$ cat src/rtl/pow4_pkg.sv
// Shared types and constants for the pow4_sched block: FSM states, product widths
// for the default operand width, requester count and the round-robin pick.
package pow4_pkg;

  localparam int W_DEF = 8;
  localparam int P2_W  = 2 * W_DEF;
  localparam int P4_W  = 4 * W_DEF;
  localparam int NREQ  = 2;

  typedef enum logic [2:0] {
    IDLE = 3'd0,
    ISS1 = 3'd1,
    WT1  = 3'd2,
    ISS2 = 3'd3,
    WT2  = 3'd4,
    OUT  = 3'd5
  } state_e;

  // One-hot grant for two requesters; on a tie the one that did not win last time goes.
  function automatic logic [NREQ-1:0] rr_grant(input logic [NREQ-1:0] req,
                                                input logic            last);
    logic [NREQ-1:0] g;
    g = '0;
    case (req)
      2'b01:   g = 2'b01;
      2'b10:   g = 2'b10;
      2'b11:   g = last ? 2'b01 : 2'b10;
      default: g = '0;
    endcase
    return g;
  endfunction

endpackage

$ cat src/rtl/pow4_sched_mul_pipe.sv
// Two-stage unsigned multiplier: operands registered on issue, product one cycle later.
// Each stage only loads when its valid bit is set, so the product holds while idle.
module mul_pipe
  import pow4_pkg::*;
#(
  parameter int AW = P2_W
) (
  input  logic            clk,
  input  logic            rst,
  input  logic            issue,
  input  logic [AW-1:0]   a,
  input  logic [AW-1:0]   b,
  output logic [2*AW-1:0] p,
  output logic            p_valid
);

  logic [AW-1:0]   a_q, a_d;
  logic [AW-1:0]   b_q, b_d;
  logic            v1_q, v1_d;
  logic [2*AW-1:0] p_q, p_d;
  logic            v2_q, v2_d;

  always_comb begin
    v1_d = issue;
    a_d  = issue ? a : a_q;
    b_d  = issue ? b : b_q;
    v2_d = v1_q;
    p_d  = v1_q ? ({{AW{1'b0}}, a_q} * {{AW{1'b0}}, b_q}) : p_q;
  end

  // NOTE: every state register uses non-blocking assignment so all flops sample
  // the same pre-edge values regardless of process evaluation order.
  always_ff @(posedge clk) begin
    if (rst) begin
      // NOTE: operand and product registers are reset too, so a job aborted by
      // reset can never leak a stale product onto out_data.
      a_q  <= '0;
      b_q  <= '0;
      v1_q <= 1'b0;
      p_q  <= '0;
      v2_q <= 1'b0;
    end else begin
      a_q  <= a_d;
      b_q  <= b_d;
      v1_q <= v1_d;
      p_q  <= p_d;
      v2_q <= v2_d;
    end
  end

  assign p       = p_q;
  assign p_valid = v2_q;

endmodule

$ cat src/rtl/pow4_sched.sv
// Two-requester round-robin front end that computes x^4 by passing each job twice
// through one shared pipelined squaring multiplier (x*x, then x^2*x^2).
module pow4_sched
  import pow4_pkg::*;
#(
  parameter int W = W_DEF
) (
  input  logic              clk,
  input  logic              rst,
  input  logic [NREQ-1:0]   in_valid,
  input  logic [NREQ*W-1:0] in_x,
  output logic [NREQ-1:0]   in_ready,
  output logic              out_valid,
  input  logic              out_ready,
  output logic [4*W-1:0]    out_data,
  output logic              out_id
);

  localparam int W2 = 2 * W;
  localparam int W4 = 4 * W;

  state_e          state_q, state_d;
  logic [W-1:0]    x_q, x_d;
  logic            id_q, id_d;
  logic            last_grant_q, last_grant_d;

  logic [NREQ-1:0] grant;
  logic            gid;
  logic            issue;
  logic [W2-1:0]   mul_a;
  logic [W2-1:0]   mul_b;
  logic [W4-1:0]   mul_p;
  logic            mul_p_valid;

  assign grant = rr_grant(in_valid, last_grant_q);
  assign gid   = grant[1];

  // NOTE: every signal driven here gets a default first so no path can infer a latch.
  always_comb begin
    state_d      = state_q;
    x_d          = x_q;
    id_d         = id_q;
    last_grant_d = last_grant_q;
    in_ready     = '0;
    issue        = 1'b0;
    mul_a        = '0;
    mul_b        = '0;
    out_valid    = 1'b0;
    out_data     = '0;
    out_id       = 1'b0;

    case (state_q)
      IDLE: begin
        in_ready = grant;
        if (|grant) begin
          x_d          = in_x[int'(gid)*W +: W];
          id_d         = gid;
          last_grant_d = gid;
          state_d      = ISS1;
        end
      end
      ISS1: begin
        issue   = 1'b1;
        mul_a   = {{W{1'b0}}, x_q};
        mul_b   = {{W{1'b0}}, x_q};
        state_d = WT1;
      end
      WT1: state_d = ISS2;
      ISS2: begin
        // Product register now holds x^2, which fits exactly in the low 2W bits.
        issue   = 1'b1;
        mul_a   = mul_p[W2-1:0];
        mul_b   = mul_p[W2-1:0];
        state_d = WT2;
      end
      WT2: state_d = OUT;
      OUT: begin
        out_valid = 1'b1;
        out_data  = mul_p;
        out_id    = id_q;
        if (out_ready) state_d = IDLE;
      end
      default: state_d = IDLE;
    endcase
  end

  always_ff @(posedge clk) begin
    if (rst) begin
      state_q      <= IDLE;
      x_q          <= '0;
      id_q         <= 1'b0;
      last_grant_q <= 1'b1;
    end else begin
      state_q      <= state_d;
      x_q          <= x_d;
      id_q         <= id_d;
      last_grant_q <= last_grant_d;
    end
  end

  mul_pipe #(
    .AW(W2)
  ) u_mul (
    .clk    (clk),
    .rst    (rst),
    .issue  (issue),
    .a      (mul_a),
    .b      (mul_b),
    .p      (mul_p),
    .p_valid(mul_p_valid)
  );

  // The second product must be ready exactly when the FSM reaches OUT.
  a_product_ready: assert property (@(posedge clk) disable iff (rst)
    (state_q == WT2) |=> mul_p_valid);

endmodule
$ cat config.mk
export PLATFORM = sky130hd
export DESIGN_NAME = pow4_sched
export DESIGN_NICKNAME = d
export VERILOG_FILES = /design/src/rtl/pow4_pkg.sv /design/src/rtl/pow4_sched_mul_pipe.sv /design/src/rtl/pow4_sched.sv
export SDC_FILE = /design/constraint.sdc
export NUM_CORES = 1
export LEC_CHECK = 0
export CORE_MARGIN = 2
export CORE_UTILIZATION = 34
export CTS_CLUSTER_SIZE = 28
export DETAILED_ROUTE_END_ITERATION = 12
export PLACE_DENSITY = 0.55
export SYNTH_ARGS = -nofsm -noshare
export SYNTH_HDL_FRONTEND = slang
export SYNTH_SLANG_ARGS = --single-unit
$ cat constraint.sdc
create_clock -name clk -period 8.1 [get_ports clk]
set_input_delay 0.81 -clock clk [delete_from_list [all_inputs] [get_ports clk]]
set_output_delay 0.81 -clock clk [all_outputs]
set_load 0.03 [all_outputs]
==> impl_results.md <==
* Die area at 30700 µm²
* CTS Buf Count at 9
* Net Sw Frac at 32.8%
* Rel. slew slack at 33.4%
* Commonest non-fill, non-tap cell in the layout: inv_1
* Cell Area, Synth at 9950 µm²
* Post-CTS Resized at 0
* R2R depth at 20
* Crit Path Category: register to register
* Ant diodes at 0
* GRT Residual Overflow at 0
* CP startpoint kind: register
* Yosys warning count at 0
* Final cell count without fillers at 1570
* Met2 Usage GRT at a little over a quarter
* Flop-to-flop setup slack at 1.30 ns
* Max Slew Vio Count at 0
* Fin Setup TNS at 0 ns
* Worst IR drop on VDD at 126 µV
* RSZ-0062 raised after global routing: no
* Outcome: finished, final reports clean
* Hold Path Stages at 2
* Switching power total at 0.320 mW
* First-pass GRT wire length at 41800 µm
* Tot Pwr at 0.977 mW
* Residual DRC at 0
* Hold Path Sink: u_mul.p[25]
* Ports at 57
* Routing usage on met3 at 2.61%
* # port buffers at 55
* Die height at ~180 µm
* Vias post-DR at approximately 7.5k
* Power Dens Cells at 87.9 nW/µm²
* Most frequent CP cell: fa_1
* Routed vias/inst at 4.81
* Largest net degree at the start of global routing at 60
* Clock root cell: clkbuf_16
* Synth Net Count at 1450
* Crit path DAT at 7.01 ns
* Register area share after synthesis at between 10% and 20%
* Starting Density at 34.6%
* Worst skew pair latency at 0.34 ns
* Post-route antenna net violation count at 0
* Final Hold Viols at 0
* Final #Nets at 1467
* H-tree Lvls at 3
* Critical Path Fanout Max at 15
* Most heavily used metal layer in global routing: met2
* HP Start: u_mul.p[25]
* Vias in the first global route at 7923
* Leak at 5.74 nW
* HPWL after detailed placement at about 20000 µm
* Synth top area cells: fa_1, ha_1, dfxtp_1, inv_1, nand2_1
* Number of synthesized register bits at 61
* Crit-path max cell delay at 0.81 ns
* Area leader, netlist: fa_1
* Drt first pass iters at 7
* Worst Path Buf+Inv at 4
* Gate Count Post-Synth at 1165
* Clk pwr share at 39.9%
* CTS clk-pin slew, worst paths at 0.05 ns
* Die X at 175 µm
* Worst reg2reg path startpoint: u_mul.b_q[13]
* CP required at 8.31 ns
* GR Util met1 at approximately 25%
* Minimum clock period at 6.80 ns
* Most used DFF post-synth: dfxtp_1
* Period utilization at 83.9%
* Critical path's top delay family: adder cells
* Final Util at about 39%
* DR iter-0 viols at 516
* Number of max-cap violations at 0
* Share of cells above drive strength 1 at 3.12%
* Comb pwr share at 22.3%
* Cell variety after synth at 56
* Synth-to-layout area growth at 11.6%
* Slowest CP cell: dfxtp_1
* Area share of the largest cell type after synthesis at 32.6%
* Min-Delay Path Class: register to register
* DR WL/cell at 15.8 µm
* Worst-Margin Slew at 0.998 ns
* Row count at 62
* Commonest cells after routing, fill and taps aside: inv_1, fa_1, nand2_1, ha_1, and2_1
* Hold_buf cts at 0
* Capturing point of the worst reg2reg path: u_mul.p[30]
* Initial antenna violation count at 0
* CTS sink cnt at between 60 and 70
* DRT Wirelength at 24900 µm
* Fmax at between 100 and 150 MHz
* Core box area at 28800 µm²
* Post-CTS Setup Bufs at 0
* Post-synth EDFFs at 0
* Final setup viols at 0
* Cells along the critical path: inv_1, nor2_1, ha_1, xor2_1, fa_1, inv_1, fa_1, fa_1, fa_1, inv_1, fa_1, inv_1, ha_1, nand3_1, or2_2, a211oi_1, o31ai_1, a211oi_1, nor3_1, or3b_1
* CTS tree: done
* Internal power at 0.657 mW
* Worst setup EP type: register
* GPL Wtd Cong at 0.825
* Clock Skew at 0.0114 ns
* Total Routing Usage GR at 17.2%
* FFs w/ async S/R, synth at 0%
* Inst Count DP at 1555
* Clock Path Buffers at 2
* Syn_area_per_cell at around 8.5 µm²
* Register share of total power at between 30 and 40%
==> power groups by stage <==
stage / clock, mW / sequential (mW) / combinational, mW
global route: 0.407 / 0.373 / 0.250
global placement: 0 / 0.374 / 0.218
detailed placement: 0 / 0.374 / 0.219
finish: 0.390 / 0.369 / 0.218
floorplan: 0 / 0.338 / 0.178
CTS: 0.396 / 0.368 / 0.222
==> worst max-delay path by stage <==
stage                   from          end  slack [ns]  cells past startpoint
5_1_grt        u_mul.b_q[13]  u_mul.p[30]        0.99                     20
2_1_floorplan   u_mul.b_q[4]  u_mul.p[30]        2.02                     21
6_report       u_mul.b_q[13]  u_mul.p[30]        1.30                     20
4_1_cts        u_mul.b_q[13]  u_mul.p[30]        1.33                     20
3_3_place_gp   u_mul.b_q[13]  u_mul.p[30]        1.42                     20
3_5_place_dp   u_mul.b_q[13]  u_mul.p[30]        1.34                     20
==> Yosys cell counts (6+ instances only) <==
library cell and n:
inv_1 250, fa_1 162, nand2_1 118, ha_1 102, and2_1 69, nor2_1 68
dfxtp_1 61, clkbuf_1 48, a21oi_1 46, mux2i_1 28, nand3_1 26, a211oi_1 22
o21ai_0 21, xnor2_1 17, nor3_1 15, a21o_1 11, a31oi_1 9, xor2_1 9
nor2b_1 8, or2_2 6
==> cell type report <==
cell class	count	area, µm²
fillers	2957	17700
multi-input cells	799	7580
flip-flops and latches	61	1220
inverters	251	942
repair buffers	60	583
well taps	384	480
clock buffers	10	239
clock inverters	5	61.3
==> registers in the layout, indices dropped and copies added (netlist names) <==
register / flops
u_mul.p: 31
x_q: 8
last_grant_q: 1
state_q: 3
u_mul.v1_q: 1
id_q: 1
u_mul.b_q: 16
==> worst min-delay path, stage by stage (launching register included) <==
cell and delay, ns:
dfxtp_1 0.32, nand2_1 0.05, o21ai_0 0.06
==> cell families after synthesis <==
kind of cell,after synthesis,synth area share (%)
adders and majority gates,264,45.4
muxes,29,2.93
and+or+nand+nor,336,16.1
buffers and inverters,305,11.6
other,1,0.0377
DFF,61,12.3
AOI/OAI and AO/OA,143,9.42
xor gates and xnor gates,26,2.29
==> routing by layer <==
metal,part of all wire (%),vias up
li1,-,3664
met1,49,3711
met2,45,149
met3,4.4,25
met4,1.5,0
met5,0,-
==> stage by stage <==
stage / cell area [µm²] / hold slack (ns) / setup slack [ns]
2_1_floorplan: 9950 / 0.417 / 2.02
3_3_place_gp: 10800 / 0.444 / 1.42
3_5_place_dp: 10800 / 0.443 / 1.34
4_1_cts: 11100 / 0.459 / 1.33
5_1_grt: 11100 / 0.500 / 0.992
6_report: 11100 / 0.461 / 1.30
(Power assumes the default switching activity.)
